===== src/rtl/cc_pkg.sv =====
// Shared types and bit maps for the cc bus sequencer: FSM states, cmd_mode bit
// positions, and where each bus_* signal lands on the cc decoder's pi vector.
package cc_pkg;

    typedef enum logic [2:0] {
        IDLE,
        SETUP,
        STROBE,
        SAMPLE,
        RECOVER
    } cc_state_t;

    localparam int MODE_INH_BIT = 0;
    localparam int MODE_DIR_BIT = 1;

    localparam int PI_W       = 21;
    localparam int PI_DATA_LO = 0;
    localparam int PI_DATA_HI = 7;
    localparam int PI_EN      = 8;
    localparam int PI_PAR     = 9;
    localparam int PI_SEL     = 10;
    localparam int PI_STB     = 12;
    localparam int PI_INH     = 14;
    localparam int PI_DIR     = 15;

    function automatic logic even_parity(input logic [7:0] d);
        return ^d;
    endfunction

    // Places the bus_* signals at their pi positions; unused pi bits stay 0.
    function automatic logic [PI_W-1:0] pack_pi(
        input logic [7:0] data,
        input logic       en,
        input logic       par,
        input logic       sel,
        input logic       stb,
        input logic       inh,
        input logic       dir
    );
        logic [PI_W-1:0] pi;
        pi = '0;
        pi[PI_DATA_HI:PI_DATA_LO] = data;
        pi[PI_EN]  = en;
        pi[PI_PAR] = par;
        pi[PI_SEL] = sel;
        pi[PI_STB] = stb;
        pi[PI_INH] = inh;
        pi[PI_DIR] = dir;
        return pi;
    endfunction

endpackage


===== src/rtl/cc_bus_sequencer_if.sv =====
// Host-command, cc-bus and response signals of the cc bus sequencer, bundled
// with a master modport (the sequencer) and a slave modport (host + decoder side).
interface cc_bus_sequencer_if;
    import cc_pkg::*;

    // Handshake: a command transfers at a rising edge where cmd_valid and
    // cmd_ready are both 1; cmd_ready is only ever 1 in IDLE and nothing is
    // queued while it is 0. resp_valid is a one-cycle pulse with no back-pressure.
    logic       cmd_valid;
    logic       cmd_ready;
    logic [7:0] cmd_data;
    logic [1:0] cmd_mode;

    logic [7:0] bus_data;
    logic       bus_en;
    logic       bus_par;
    logic       bus_sel;
    logic       bus_stb;
    logic       bus_inh;
    logic       bus_dir;

    logic [7:0] resp_in;
    logic       resp_valid;
    logic [7:0] resp_data;
    logic       busy;

    cc_state_t  state;

    modport master (
        input  cmd_valid, cmd_data, cmd_mode, resp_in,
        output cmd_ready, bus_data, bus_en, bus_par, bus_sel, bus_stb,
               bus_inh, bus_dir, resp_valid, resp_data, busy, state
    );

    modport slave (
        output cmd_valid, cmd_data, cmd_mode, resp_in,
        input  cmd_ready, bus_data, bus_en, bus_par, bus_sel, bus_stb,
               bus_inh, bus_dir, resp_valid, resp_data, busy, state
    );

endinterface


===== src/rtl/cc_phase_counter.sv =====
// Down-counter timing each FSM phase: loaded with (N-1) on state entry,
// decremented while the phase lasts, saturating at zero.
module cc_phase_counter #(
    parameter int CNT_W = 4
) (
    input  logic             clk,
    input  logic             rst,
    input  logic             load,
    input  logic             dec,
    input  logic [CNT_W-1:0] load_val,
    output logic             zero
);

    logic [CNT_W-1:0] cnt;

    always_ff @(posedge clk) begin
        if (rst) begin
            cnt <= '0;
        end else if (load) begin
            cnt <= load_val;
        end else if (dec && (cnt != '0)) begin
            cnt <= cnt - 1'b1;
        end
    end

    assign zero = (cnt == '0);

endmodule


===== src/rtl/cc_bus_sequencer.sv =====
// cc control bus initiator: accepts one command byte, runs SETUP/STROBE/SAMPLE/
// RECOVER on the cc input vector and returns the decoder's response as a pulse.
module cc_bus_sequencer
    import cc_pkg::*;
#(
    parameter int SETUP_CYC = 2,
    parameter int STB_CYC   = 1,
    parameter int REC_CYC   = 1,
    parameter int CNT_W     = 4
) (
    input logic                clk,
    input logic                rst,
    cc_bus_sequencer_if.master bus
);

    localparam logic [CNT_W-1:0] SETUP_LD = CNT_W'(SETUP_CYC - 1);
    localparam logic [CNT_W-1:0] STB_LD   = CNT_W'(STB_CYC - 1);
    localparam logic [CNT_W-1:0] REC_LD   = CNT_W'(REC_CYC - 1);

    cc_state_t        state;
    cc_state_t        next_state;
    logic             accept;
    logic             drive;
    logic             ph_load;
    logic             ph_dec;
    logic             ph_zero;
    logic [CNT_W-1:0] ph_val;

    assign accept = bus.cmd_valid & bus.cmd_ready & (state == IDLE);

    cc_phase_counter #(.CNT_W(CNT_W)) u_phase (
        .clk      (clk),
        .rst      (rst),
        .load     (ph_load),
        .dec      (ph_dec),
        .load_val (ph_val),
        .zero     (ph_zero)
    );

    always_comb begin
        next_state = state;
        ph_load    = 1'b0;
        ph_dec     = 1'b0;
        ph_val     = '0;
        case (state)
            IDLE: begin
                if (accept) begin
                    next_state = SETUP;
                    ph_load    = 1'b1;
                    ph_val     = SETUP_LD;
                end
            end
            SETUP: begin
                if (ph_zero) begin
                    next_state = STROBE;
                    ph_load    = 1'b1;
                    ph_val     = STB_LD;
                end else begin
                    ph_dec = 1'b1;
                end
            end
            STROBE: begin
                if (ph_zero) begin
                    next_state = SAMPLE;
                end else begin
                    ph_dec = 1'b1;
                end
            end
            SAMPLE: begin
                next_state = RECOVER;
                ph_load    = 1'b1;
                ph_val     = REC_LD;
            end
            RECOVER: begin
                if (ph_zero) begin
                    next_state = IDLE;
                end else begin
                    ph_dec = 1'b1;
                end
            end
            default: next_state = IDLE;
        endcase
    end

    // Outputs are registered from next_state so they line up with the state they describe.
    assign drive = next_state inside {SETUP, STROBE, SAMPLE};

    always_ff @(posedge clk) begin
        if (rst) begin
            state          <= IDLE;
            bus.cmd_ready  <= 1'b0;
            bus.busy       <= 1'b0;
            bus.bus_data   <= '0;
            bus.bus_en     <= 1'b0;
            bus.bus_par    <= 1'b0;
            bus.bus_sel    <= 1'b0;
            bus.bus_stb    <= 1'b0;
            bus.bus_inh    <= 1'b0;
            bus.bus_dir    <= 1'b0;
            bus.resp_valid <= 1'b0;
            bus.resp_data  <= '0;
        end else begin
            state         <= next_state;
            bus.cmd_ready <= (next_state == IDLE);
            bus.busy      <= (next_state != IDLE);
            bus.bus_en    <= drive;
            bus.bus_sel   <= drive;
            bus.bus_stb   <= next_state inside {STROBE, SAMPLE};
            if (accept) begin
                bus.bus_data <= bus.cmd_data;
                bus.bus_par  <= even_parity(bus.cmd_data);
                bus.bus_inh  <= bus.cmd_mode[MODE_INH_BIT];
                bus.bus_dir  <= bus.cmd_mode[MODE_DIR_BIT];
            end else if (!drive) begin
                bus.bus_data <= '0;
                bus.bus_par  <= 1'b0;
                bus.bus_inh  <= 1'b0;
                bus.bus_dir  <= 1'b0;
            end
            bus.resp_valid <= (state == SAMPLE);
            if (state == SAMPLE) begin
                bus.resp_data <= bus.resp_in;
            end
        end
    end

    assign bus.state = state;

endmodule


===== src/flat_wrapper.sv =====
// flat-port wrapper written by rule: the top's interface ports become plain ports
module cc_bus_sequencer_flat import cc_pkg::*;
#(
    parameter int SETUP_CYC = 2,
    parameter int STB_CYC   = 1,
    parameter int REC_CYC   = 1,
    parameter int CNT_W     = 4
)
  (clk, rst, bus_cmd_valid, bus_cmd_data, bus_cmd_mode, bus_resp_in, bus_cmd_ready, bus_bus_data, bus_bus_en, bus_bus_par, bus_bus_sel, bus_bus_stb, bus_bus_inh, bus_bus_dir, bus_resp_valid, bus_resp_data, bus_busy, bus_state);
  cc_bus_sequencer_if bus_i ();
  input logic clk;
  input logic rst;
  input wire logic [$bits(bus_i.cmd_valid)-1:0] bus_cmd_valid;
  input wire logic [$bits(bus_i.cmd_data)-1:0] bus_cmd_data;
  input wire logic [$bits(bus_i.cmd_mode)-1:0] bus_cmd_mode;
  input wire logic [$bits(bus_i.resp_in)-1:0] bus_resp_in;
  output wire logic [$bits(bus_i.cmd_ready)-1:0] bus_cmd_ready;
  output wire logic [$bits(bus_i.bus_data)-1:0] bus_bus_data;
  output wire logic [$bits(bus_i.bus_en)-1:0] bus_bus_en;
  output wire logic [$bits(bus_i.bus_par)-1:0] bus_bus_par;
  output wire logic [$bits(bus_i.bus_sel)-1:0] bus_bus_sel;
  output wire logic [$bits(bus_i.bus_stb)-1:0] bus_bus_stb;
  output wire logic [$bits(bus_i.bus_inh)-1:0] bus_bus_inh;
  output wire logic [$bits(bus_i.bus_dir)-1:0] bus_bus_dir;
  output wire logic [$bits(bus_i.resp_valid)-1:0] bus_resp_valid;
  output wire logic [$bits(bus_i.resp_data)-1:0] bus_resp_data;
  output wire logic [$bits(bus_i.busy)-1:0] bus_busy;
  output wire logic [$bits(bus_i.state)-1:0] bus_state;
  assign bus_i.cmd_valid = bus_cmd_valid;
  assign bus_i.cmd_data = bus_cmd_data;
  assign bus_i.cmd_mode = bus_cmd_mode;
  assign bus_i.resp_in = bus_resp_in;
  assign bus_cmd_ready = bus_i.cmd_ready;
  assign bus_bus_data = bus_i.bus_data;
  assign bus_bus_en = bus_i.bus_en;
  assign bus_bus_par = bus_i.bus_par;
  assign bus_bus_sel = bus_i.bus_sel;
  assign bus_bus_stb = bus_i.bus_stb;
  assign bus_bus_inh = bus_i.bus_inh;
  assign bus_bus_dir = bus_i.bus_dir;
  assign bus_resp_valid = bus_i.resp_valid;
  assign bus_resp_data = bus_i.resp_data;
  assign bus_busy = bus_i.busy;
  assign bus_state = bus_i.state;
  cc_bus_sequencer #(.SETUP_CYC(SETUP_CYC), .STB_CYC(STB_CYC), .REC_CYC(REC_CYC), .CNT_W(CNT_W)) u_core (.clk(clk), .rst(rst), .bus(bus_i));
endmodule

===== config.mk =====
export PLATFORM = sky130hd
export DESIGN_NAME = cc_bus_sequencer_flat
export DESIGN_NICKNAME = d
export VERILOG_FILES = /design/src/rtl/cc_pkg.sv /design/src/rtl/cc_bus_sequencer_if.sv /design/src/rtl/cc_phase_counter.sv /design/src/rtl/cc_bus_sequencer.sv /design/src/flat_wrapper.sv
export SDC_FILE = /design/constraint.sdc
export NUM_CORES = 1
export LEC_CHECK = 0
export ABC_AREA = 0
export BUFFER_PORTS_ARGS = -buffer_cell sky130_fd_sc_hd__buf_2
export CAP_MARGIN = 20
export CORE_MARGIN = 8
export CORE_UTILIZATION = 49
export DETAILED_ROUTE_END_ITERATION = 12
export MAX_ROUTING_LAYER = met4
export PLACE_DENSITY = 0.86
export SETUP_SLACK_MARGIN = 0.1
export SYNTH_ARGS = -nofsm -noshare
export SYNTH_HDL_FRONTEND = slang
export SYNTH_HIERARCHICAL = 1
export SYNTH_SLANG_ARGS = --single-unit
export TNS_END_PERCENT = 1

===== constraint.sdc =====
create_clock -name clk -period 2.7 [get_ports clk]
set_input_delay 0.27 -clock clk [delete_from_list [all_inputs] [get_ports clk]]
set_output_delay 0.27 -clock clk [all_outputs]
set_load 0.1 [all_outputs]

# == Yosys cells after proc, flatten, opt, wreduce, memory -nomap -nowiden ==
# Cells that the tools add are included.
# Widths: inputs -> output; s select.
# word_totals
input_bits,21
ff_bits,31
elab_cells,54
out_inout_bits,28
# op_classes
reduce_logical,11
muxes,20
addsub,1
n_eq_ne,8
bitwise_logic,2
# ops
operator,n
$mux 8,2
$pmux 3 s5,1
$eq 3x2->1 const B,4
$mux 3,4
$mux 4,3
$mux 1,9
$reduce_xor 8->1,1
$eq 3x1->1 const B,2
$logic_not 3->1,2
$reduce_bool 3->1,2
$logic_not 4->1,1
$reduce_bool 2->1,2
$reduce_bool 4->1,1
$sub 4x1->4 const B,1
$eq 3x3->1 const B,1
$pmux 1 s3,1
$reduce_or 3->1,1
$and 1x1->1,2
$ne 2x1->1 const B,1
$logic_and 1x1->1,1

# == Longest topological paths before layout ==
# Gate-level depths: netlist of run 1.
# depth
word_depth,8
depth_mapped,9
ltp_nobuf,9

# == Modules after synthesis ==
# The synthesis of run 1 kept the hierarchy.
# modules_own_cells
mod,cells_each,instances,area_each_um2
cc_bus_sequencer,115,1,1166.1
cc_phase_counter,29,1,262.8

# == Least setup slack after synthesis of run 1 ==
# Ideal clock, no wire load.
# synth_timing
path_type,reg-to-reg
startpoint,reg u_core.state[2] (netlist: u_core/bus.state[2])
endpoint,reg u_core.u_phase.cnt[3]
required_time_ps,2573
path_buffers,1
slack_ps,190
arrival_ps,2383
path_stages_with_launch,8
cell_sequence,dfxtp_1 -> buf_2 -> xor2_1 -> o21ai_0 -> nor2_1 -> nor4b_2 -> mux2i_1 -> a211oi_1
# synth_via
elab_chain_len,5
# synth_lines
element,line_no,source
start: declaration,cc_bus_sequencer.sv:20,cc_state_t state;
start signal: assignment,cc_bus_sequencer.sv:103,state <= next_state;
$eq 3x1->1 (tied with other cells),cc_bus_sequencer.sv:45,case (state)
$reduce_or 3->1 (no line) *,--,
$mux 1 *,--,
net u_core.ph_dec,cc_bus_sequencer.sv:25,logic ph_dec;
$logic_and 1x1->1 *,cc_phase_counter.sv:21,end else if (dec && (cnt != '0)) begin
$reduce_bool 2->1 (no line) *,--,
end signal: assignment,cc_phase_counter.sv:20,cnt <= load_val;
end signal: assignment,cc_phase_counter.sv:22,cnt <= cnt - 1'b1;
end: declaration,cc_phase_counter.sv:14,logic [CNT_W-1:0] cnt;
# Mark *: on every way through the listed nets, which the timed path passes. The rest lies on a longest branch.
# A chain may end at the register's enable or synchronous reset.

# == Worst setup path in the final report of run 1 ==
# layout_timing
startpoint,reg u_core.u_phase.cnt[1]
endpoint,reg u_core.u_phase.cnt[1]
# layout_lines
element,line_no,source
$logic_not 4->1 *,cc_phase_counter.sv:26,assign zero = (cnt == '0);
net u_core.ph_zero,cc_bus_sequencer.sv:26,logic ph_zero;
$mux 1 *,cc_bus_sequencer.sv:54,if (ph_zero) begin
$pmux 1 s3 *,cc_bus_sequencer.sv:45,
net u_core.ph_load,cc_bus_sequencer.sv:24,logic ph_load;
$mux 4 / $reduce_bool 2->1 (equally long branches),--,
# Mark *: on every way through the listed nets, which the timed path passes. The rest lies on a longest branch. The select of a mux whose other input is x is not followed.

==> summary.txt, run 1 <==
status - complete, no violations
post-synthesis register bit count - 31
Pleak - 0.789 nW
Antenna Cells - 0
Clock power frac - 0.163
DRT iter0 DRCs - 25
slowest CP cell - or3b_4
Synth top area share - 0.434
H-tree level count - 2
Setup WS post-layout - 0.389 ns
worst-margin pin slew - 0.732 ns
switching portion of total power - 0.508
routed vias/inst - 5.15
Setup crit end kind - flop
crit start category - flop
layout cells sized above 1 - 0.411
Die Height - 70 µm
vias in the first global route - 1193
largest net degree at the start of global routing - 35
Hold Crit Depth - 3
kind of cell adding the most delay to the critical path - compound AO/OA/AOI/OAI gates
dominant cell by count in the synthesized netlist - dfxtp_1
FFs w/ async S/R, synth - 0
WP depth - 8
total track usage - 0.129
Post-DRT Antenna Nets - 0
logic gate share of total power - 0.521
fmax - 433 MHz
Starting Density - 0.518
Synth Cell Area - 0.00143 mm²
post-DP HPWL - 2.39 mm
Synth top cells by count - dfxtp_1 (31), nor2_1 (21), mux2i_1 (9)
Final Skew - 0.00462 ns
pre-CTS setup slack - 0.246 ns
max-slew headroom at the worst pin - 0.512
TritonCTS clock tree - built
CTS Buf Count - 5
cell count after synthesis - 144
initial antenna violation count - 0
Synth area leaders - dfxtp_1 (43%), a22oi_2 (7.0%), mux2i_1 (6.3%)
nets - 213
DRT Wirelength - 3.12 mm
Power Density - 1130 mW/mm²
TNS Setup - 0 ns
WS Path Type - flop to flop
routed len/inst - 14.0 µm
Max Cap Viol - 0
VDD IR-drop max - 803 µV
final core utilization - 0.622
Yosys top cell by area - dfxtp_1
EDFF count, synth - 0
Synth cell types - 40
Final setup viols - 0
Mapped Avg Cell Area - 9.92 µm²
CORE AREA - 0.00276 mm²
CTS Root Cell - clkbuf_4
Final Hold Viols - 0
Clock Tree Buf Depth - 2
area delta synth->final - 20.0%
Worst Path Required - 2.93 ns
clk sinks - 31
total number of vias - 1148
Critical Path AT - 2.54 ns
Filler Cells Inserted - 230
reg2reg path depth - 8
# DRC - 0
most frequent CP cell - inv_1
Min Clock Period, post-route - 2.31 ns
Seq pwr share - 0.316
GR Overflow Total - 0
worst stage delay on the critical path - 0.44 ns
CP cell instances - inv_1 -> ha_1 -> or3b_4 -> inv_1 -> nor2_1 -> o21ai_1 -> nor3_1 -> a311o_1
global-route wire length before repair - 5.13 mm
Synth Flop Type - dfxtp_1
width of the die - 70 µm
RSZ-0062 raised after global routing - false
clk slew on worst S/H paths - 0.10 ns
HP Class - input pin to flop
clock latency on the worst-skew pair - 0.33 ns
Buf/Inv on CP - 2
DIE AREA - 0.00490 mm²
PortBufs - 48
Initial DRT Pass Iterations - 4
synth warn - 6
CP Max Fanout - 5
I/O pin count - 49
post-synthesis sequential area ratio - 0.434
P_sw - 0.980 mW
FP Rows - 19
Final Power - 1.93 mW
Slew Limit Fails - 0
Int Pwr - 0.950 mW
Tcrit/Tclk final - 0.856
GPL Wtd Cong - 0.810
## kinds of logic (layout without fill, tap and decap cells)
kind of cell,after synthesis,in the layout,share of synthesized area
compound gates,27,27,0.180
buf+inv,16,62,0.0674
mux,9,9,0.0630
fa+ha+maj,1,1,0.00876
xor+xnor,8,8,0.0490
other cells,1,3,0.00262
simple gates,51,51,0.194
flops,31,31,0.434
## repair_timing
action	4_1_cts	5_1_grt
hold buffers	0	0
setup endpoints to repair	0	2
setup buffers	0	0
hold endpoints to repair	0	0
gates resized for setup	0	1
## routing by layer
layer | vias to the layer above | GRT usage | wire length (µm)
met4 | 0 | 0.0558 | 49
met5 | - | - | 0
li1 | 586 | - | -
met2 | 38 | 0.205 | 1540
met1 | 519 | 0.134 | 1360
met3 | 5 | 0.0593 | 175
## worst min-delay path, stage by stage
cell and delay, ns:
buf_2 0.07, mux2i_1 0.05, nor2_1 0.07
## stage by stage
step	cell area (µm²)	hold WS (ns)	cells
after floorplan	1440	0.342	146
after global placement	1640	0.471	215
after detailed placement	1640	0.481	215
after CTS	1710	0.147	223
after global routing	1710	0.147	223
final	1710	0.162	223
## final timing paths
check | start | to | slack [ns]
setup / recovery | u_core/u_phase/cnt[1] | u_core/u_phase/cnt[1] | 0.39
hold / removal | bus_resp_in[5] | u_core/bus.resp_data[5] | 0.16
setup reg to reg | u_core/u_phase/cnt[1] | u_core/u_phase/cnt[1] | 0.39
hold reg to reg | u_core/bus.bus_par | u_core/bus.bus_par | 0.50
## cells in the final DEF (no fill, tap or decap), types with 2 or more instances in the layout
cell type  synthesis  layout
buf_2              1      48
dfxtp_1           31      31
nor2_1            21      21
mux2i_1            9       9
a22oi_2            8       8
nor2_2             8       8
nand2_1            7       7
xnor2_1            7       7
clkbuf_4           0       5
inv_1              5       5
nand3b_1           3       3
a211oi_1           3       3
conb_1             1       3
clkbuf_8           0       2
o21ai_0            3       2
nand3_1            2       2
nor3_1             2       2
a21oi_1            2       2
nand2b_1           2       2
a21o_1             2       2
a22oi_1            2       2
a311oi_1           2       2
## cell type report
type | count | area [µm²] | area share
clock inverter | 1 | 7.51 | 0.00438
inverter | 6 | 22.5 | 0.0131
timing repair buffer | 48 | 240 | 0.140
multi-input combinational | 99 | 719 | 0.420
tap | 31 | 38.8 | 0.0226
clock buffer | 7 | 65.1 | 0.0380
sequential | 31 | 621 | 0.362
## registers in the layout, indices dropped and copies added, names as in the netlist
name / flops
u_core/bus.bus_data: 8
u_core/bus.bus_dir: 1
u_core/bus.bus_inh: 1
u_core/bus.bus_par: 1
u_core/bus.bus_sel: 1
u_core/bus.bus_stb: 1
u_core/bus.busy: 1
u_core/bus.cmd_ready: 1
u_core/bus.resp_data: 8
u_core/bus.resp_valid: 1
u_core/bus.state: 3
u_core/u_phase/cnt: 4
## power by group through the flow
stage / clock, mW / sequential, mW / combinational (mW)
floorplan: 0 / 0.949 / 0.557
global placement: 0 / 0.613 / 0.977
detailed placement: 0 / 0.621 / 1.01
CTS: 0.328 / 0.611 / 1.01
global route: 0.350 / 0.623 / 1.06
finish: 0.314 / 0.610 / 1.01
No activity file was read; power rests on OpenSTA's default activity.
==> run 2: changes to the inputs <==
Settings changed: RECOVER_POWER from default to 25.
==> run 2 against run 1 <==
  * Combinational power barely moved
  * Clock power barely moved
  * Core utilization fell by 0.64 points
  * Flip-flop and latch count did not move
  * Clock-buffer cell count did not move
  * Final cell count did not move
  * Clock skew barely moved
  * Setup slack barely moved
  * Global-route usage did not move
  * Critical path type unchanged
==> summary.txt, run 2 (synthesis gave the netlist of run 1 again) <==
clock latency on the worst-skew pair - 0.33 ns (about the same)
worst stage delay on the critical path - 0.44 ns (about the same)
Starting Density - 0.518 (unchanged)
WS Path Type - flop to flop (unchanged)
Critical Path AT - 2.54 ns (about the same)
CORE AREA - 0.00276 mm² (unchanged)
DRT Wirelength - 3.13 mm (was 3.12 mm)
Pleak - 0.728 nW (was 0.789 nW)
I/O pin count - 49 (unchanged)
width of the die - 70 µm (unchanged)
vias in the first global route - 1193 (unchanged)
DRT iter0 DRCs - 25 (unchanged)
Min Clock Period, post-route - 2.31 ns (about the same)
Initial DRT Pass Iterations - 4 (unchanged)
CP cell instances - inv_1 -> ha_1 -> or3b_4 -> inv_1 -> nor2_1 -> o21ai_1 -> nor3_1 -> a311o_1 (unchanged)
crit start category - flop (unchanged)
kind of cell adding the most delay to the critical path - compound AO/OA/AOI/OAI gates (unchanged)
commonest non-fill, non-tap cell in the layout - buf_2 (unchanged)
VDD IR-drop max - 796 µV (was 803 µV)
clk sinks - 31 (unchanged)
Antenna Cells - 0 (unchanged)
fmax - 433 MHz (about the same)
CTS Root Cell - clkbuf_4 (unchanged)
largest net degree at the start of global routing - 35 (unchanged)
post-CTS setup buffers - 0 (unchanged)
Clock Tree Buf Depth - 2 (unchanged)
TritonCTS clock tree - built (unchanged)
commonest cells after routing, fill and taps aside - buf_2 (34), dfxtp_1 (31), nor2_1 (21) (was buf_2 (48), dfxtp_1 (31), nor2_1 (21))
FP Rows - 19 (unchanged)
most frequent CP cell - inv_1 (unchanged)
Final Hold Viols - 0 (unchanged)
post-DP HPWL - 2.39 mm (unchanged)
H-tree level count - 2 (unchanged)
Post-DRT Antenna Nets - 0 (unchanged)
GR Overflow Total - 0 (unchanged)
status - complete, no violations (unchanged)
layout cells sized above 1 - 0.339 (was 0.411)
routed vias/inst - 5.15 (about the same)
RSZ-0062 raised after global routing - false (unchanged)
global-route wire length before repair - 5.13 mm (unchanged)
total number of vias - 1149 (was 1148)
Slew Limit Fails - 0 (unchanged)
HP Class - input pin to flop (unchanged)
slowest CP cell - or3b_4 (unchanged)
routed len/inst - 14.0 µm (about the same)
max-slew headroom at the worst pin - 0.216 (was 0.512)
GPL Wtd Cong - 0.810 (unchanged)
# DRC - 0 (unchanged)
area delta synth->final - 18.7% (was 20.0%)
Final setup viols - 0 (unchanged)
Final Skew - 0.00440 ns (was 0.00462 ns)
Worst Path Required - 2.93 ns (about the same)
Filler Cells Inserted - 230 (unchanged)
clk slew on worst S/H paths - 0.10 ns (about the same)
nets - 213 (unchanged)
CP Max Fanout - 5 (unchanged)
total track usage - 0.129 (unchanged)
Final Power - 1.93 mW (about the same)
Buf/Inv on CP - 2 (unchanged)
PortBufs - 48 (unchanged)
Tcrit/Tclk final - 0.856 (about the same)
Power Density - 1140 mW/mm² (was 1130 mW/mm²)
DIE AREA - 0.00490 mm² (unchanged)
Largest regs - u_core/bus.bus_data (8), u_core/bus.resp_data (8), u_core/u_phase/cnt (4) (unchanged)
Max Cap Viol - 0 (unchanged)
worst-margin pin slew - 1.18 ns (was 0.732 ns)
Setup crit end kind - flop (unchanged)
initial antenna violation count - 0 (unchanged)
Die Height - 70 µm (unchanged)
CTS Buf Count - 5 (unchanged)
TNS Setup - 0 ns (unchanged)
run 2: cell count changes in the layout (fill, tap and decap cells not counted), sizes merged:
cell and delta:
buf -14, clkbuf +14
run 2: through the flow:
| stage | cells | area [µm²] | hold WS, ns | setup WS, ns | utilization |
|---|---|---|---|---|---|
| floorplan | 146 | 1440 | 0.342 | 0.190 | - |
| global placement | 215 | 1640 | 0.471 | 0.390 | 0.595 |
| detailed placement | 215 | 1640 | 0.481 | 0.246 | 0.595 |
| CTS | 223 | 1710 | 0.147 | 0.231 | 0.622 |
| global route | 223 | 1700 | 0.147 | 0.236 | 0.615 |
| finish | 223 | 1700 | 0.169 | 0.389 | 0.615 |
run 2: path summary, 6_finish.rpt:
path	start	end	slack, ns	cells after the start
setup / recovery	u_core/u_phase/cnt[1]	u_core/u_phase/cnt[1]	0.39	8
hold / removal	bus_resp_in[1]	u_core/bus.resp_data[1]	0.17	3
setup reg to reg	u_core/u_phase/cnt[1]	u_core/u_phase/cnt[1]	0.39	8
hold reg to reg	u_core/bus.bus_par	u_core/bus.bus_par	0.50	2
run 2: cell type report:
type                    instances  area, µm²  area share
clock inverters                 1       7.51     0.00442
clock buffers                   7       65.1      0.0383
repair buffers                 48        223       0.131
inverters                       6       22.5      0.0133
well taps                      31       38.8      0.0229
multi-input cells              99        719       0.424
flip-flops and latches         31        621       0.366
run 2: power breakdown:
part | internal, mW | total [mW] | switching, mW
Combinational | 0.257 | 1.00 | 0.744
Sequential | 0.536 | 0.611 | 0.0750
Clock | 0.152 | 0.315 | 0.163
Total | 0.945 | 1.93 | 0.982
run 2: routing by layer:
layer / vias up / GRT usage / share of wire
met3: 5 / 0.0593 / 0.056
met4: 0 / 0.0558 / 0.016
met5: - / - / 0
met1: 521 / 0.134 / 0.44
li1: 585 / - / -
met2: 38 / 0.205 / 0.49
run 2: timing repair:
item                       4_1_cts  5_1_grt
hold buffers                     0        0
setup endpoints to repair        0        2
resized for setup                0        1
run 2: tightest hold or removal path, delay by kind of cell:
family	cells	cell delay (ns)
multiplexers	1	0.05
AND/OR/NAND/NOR	1	0.07
buffers and inverters	1	0.08
==> run 3: changes to the inputs <==
Settings changed: CORE_UTILIZATION 49 to 51, CTS_BUF_LIST from default to sky130_fd_sc_hd__clkbuf_4 sky130_fd_sc_hd__clkbuf_8, PLACE_DENSITY 0.86 to 0.89.
==> run 3 against run 2 <==
  * Non-clock buffer count stayed put
  * Combinational power about the same
  * Flip-flop and latch count unchanged
  * Sequential share of layout area is the same
  * Worst hold slack got worse by 0.012 ns
  * Sequential power hardly changed
  * Die area fell by 3.0%
  * Clock power about the same
  * Critical path type unchanged
==> summary.txt, run 3 (synthesis gave the netlist of run 1 again) <==
Post-DRT Antenna Nets - 0 (unchanged)
Final setup viols - 0 (unchanged)
Pleak - 0.729 nW (was 0.728 nW)
HP Start - bus_resp_in[2] (was bus_resp_in[1])
routed len/inst - 13.5 µm (was 14.0 µm)
Starting Density - 0.527 (was 0.518)
worst stage delay on the critical path - 0.44 ns (about the same)
layout cells sized above 1 - 0.339 (unchanged)
Slew Limit Fails - 0 (unchanged)
reg-to-reg endpoint - u_core/u_phase/cnt[1] (unchanged)
H-tree level count - 2 (unchanged)
vias in the first global route - 1143 (was 1193)
Power Density - 1130 mW/mm² (was 1140 mW/mm²)
VDD IR-drop max - 747 µV (was 796 µV)
fmax - 444 MHz (was 433 MHz)
GPL Wtd Cong - 0.843 (was 0.810)
CTS Buf Count - 5 (unchanged)
Min Clock Period, post-route - 2.25 ns (was 2.31 ns)
CTS resizes - 0 (unchanged)
pre-CTS setup slack - 0.278 ns (was 0.246 ns)
CP cell instances - inv_1 -> ha_1 -> or3b_4 -> inv_1 -> nor2_1 -> o21ai_1 -> nor3_1 -> a311o_1 (unchanged)
Die Height - 68.9 µm (was 70 µm)
DIE AREA - 0.00475 mm² (was 0.00490 mm²)
status - complete, no violations (unchanged)
M3 GR Usage - 0.0808 (was 0.0593)
Max Cap Viol - 0 (unchanged)
post-CTS setup buffers - 0 (unchanged)
CP Max Fanout - 5 (unchanged)
Critical Path AT - 2.48 ns (was 2.54 ns)
Clock Tree Buf Depth - 2 (unchanged)
max-slew headroom at the worst pin - 0.216 (about the same)
routing usage on met1 - 0.140 (was 0.134)
total track usage - 0.141 (was 0.129)
nets - 213 (unchanged)
# DRC - 0 (unchanged)
RSZ-0062 raised after global routing - false (unchanged)
Tcrit/Tclk final - 0.834 (was 0.856)
DRT Wirelength - 3.01 mm (was 3.13 mm)
I/O pin count - 49 (unchanged)
total number of vias - 1149 (unchanged)
Hold Crit Depth - 3 (unchanged)
Critical Path Source - u_core/u_phase/cnt[1] (unchanged)
post-DP HPWL - 2.27 mm (was 2.39 mm)
Final Hold Viols - 0 (unchanged)
CTS Hold Buffers Added - 0 (unchanged)
kind of cell adding the most delay to the critical path - compound AO/OA/AOI/OAI gates (unchanged)
WS Path Type - flop to flop (unchanged)
slowest CP cell - or3b_4 (unchanged)
Crit Reg-Reg Startpoint - u_core/u_phase/cnt[1] (unchanged)
Antenna Cells - 0 (unchanged)
clk sinks - 31 (unchanged)
met2 Use GR - 0.217 (was 0.205)
Setup WS post-layout - 0.449 ns (was 0.389 ns)
Setup crit end kind - flop (unchanged)
DRT iter0 DRCs - 43 (was 25)
GR Overflow Total - 0 (unchanged)
worst-margin pin slew - 1.18 ns (about the same)
FF-to-FF setup slack - 0.45 ns (was 0.39 ns)
CTS Root Cell - clkbuf_4 (unchanged)
Initial DRT Pass Iterations - 4 (unchanged)
reg2reg path depth - 8 (unchanged)
commonest non-fill, non-tap cell in the layout - buf_2 (unchanged)
largest net degree at the start of global routing - 35 (unchanged)
clock latency on the worst-skew pair - 0.34 ns (was 0.33 ns)
area delta synth->final - 18.7% (unchanged)
crit start category - flop (unchanged)
FP Rows - 19 (unchanged)
Final Skew - 0.00605 ns (was 0.00440 ns)
TNS Setup - 0 ns (unchanged)
routed vias/inst - 5.15 (unchanged)
Buf/Inv on CP - 2 (unchanged)
HP Class - input pin to flop (unchanged)
initial antenna violation count - 0 (unchanged)
width of the die - 68.9 µm (was 70 µm)
Worst Path Required - 2.93 ns (about the same)
CORE AREA - 0.00271 mm² (was 0.00276 mm²)
TritonCTS clock tree - built (unchanged)
global-route wire length before repair - 4.89 mm (was 5.13 mm)
GRT busiest layer - met2 (unchanged)
commonest cells after routing, fill and taps aside - buf_2 (34), dfxtp_1 (31), nor2_1 (21) (unchanged)
PortBufs - 48 (unchanged)
Largest regs - u_core/bus.bus_data (8), u_core/bus.resp_data (8), u_core/u_phase/cnt (4) (unchanged)
worst hold path endpoint - u_core/bus.resp_data[2] (was u_core/bus.resp_data[1])
clk slew on worst S/H paths - 0.10 ns (about the same)
most frequent CP cell - inv_1 (unchanged)
==> run 3: cell counts in the layout (fill, tap and decap cells not counted) <==
Identical to the previous run, type by type.
==> run 3: worst max path at each step <==
stage	to	cells after the start	slack [ns]
5_1_grt	u_core/u_phase/cnt[1]	8	0.31
3_5_place_dp	u_core/u_phase/cnt[1]	8	0.28
3_3_place_gp	u_core/u_phase/cnt[1]	8	0.36
6_report	u_core/u_phase/cnt[1]	8	0.45
4_1_cts	u_core/u_phase/cnt[1]	8	0.26
2_1_floorplan	u_core/u_phase/cnt[3]	7	0.19
==> run 3: final cells by class <==
class	instances	area, µm²
Fill cell	247	1010
Clock buffer	7	65.1
Sequential cell	31	621
Clock inverter	1	7.51
Tap cell	31	38.8
Timing Repair Buffer	48	223
Inverter	6	22.5
Multi-Input combinational cell	99	719
==> run 3: tightest hold or removal path, stage by stage <==
cell     delay (ns)
buf_2          0.07
mux2i_1        0.05
nor2_1         0.07
==> run 3: power breakdown <==
part           switching [mW]  internal, mW  leakage, nW
clock network           0.163         0.152       0.0375
registers              0.0733         0.536        0.252
logic                   0.736         0.253        0.440
total                   0.972         0.941        0.729
==> run 3: layer usage <==
layer / share of wire / up-vias / routed length [µm]
met1: 0.40 / 526 / 1210
met4: 0.025 / 0 / 76
met3: 0.094 / 8 / 282
met5: 0 / - / 0
li1: - / 581 / -
met2: 0.48 / 34 / 1440
==> run 3: stage by stage <==
step	cell area [µm²]	instances	power, mW	utilization	hold slack [ns]
2_1_floorplan	1440	146	1.51	-	0.342
3_3_place_gp	1640	215	1.60	0.606	0.471
3_5_place_dp	1640	215	1.62	0.606	0.479
4_1_cts	1710	223	1.94	0.633	0.145
5_1_grt	1700	223	2.02	0.626	0.140
6_report	1700	223	1.91	0.626	0.157
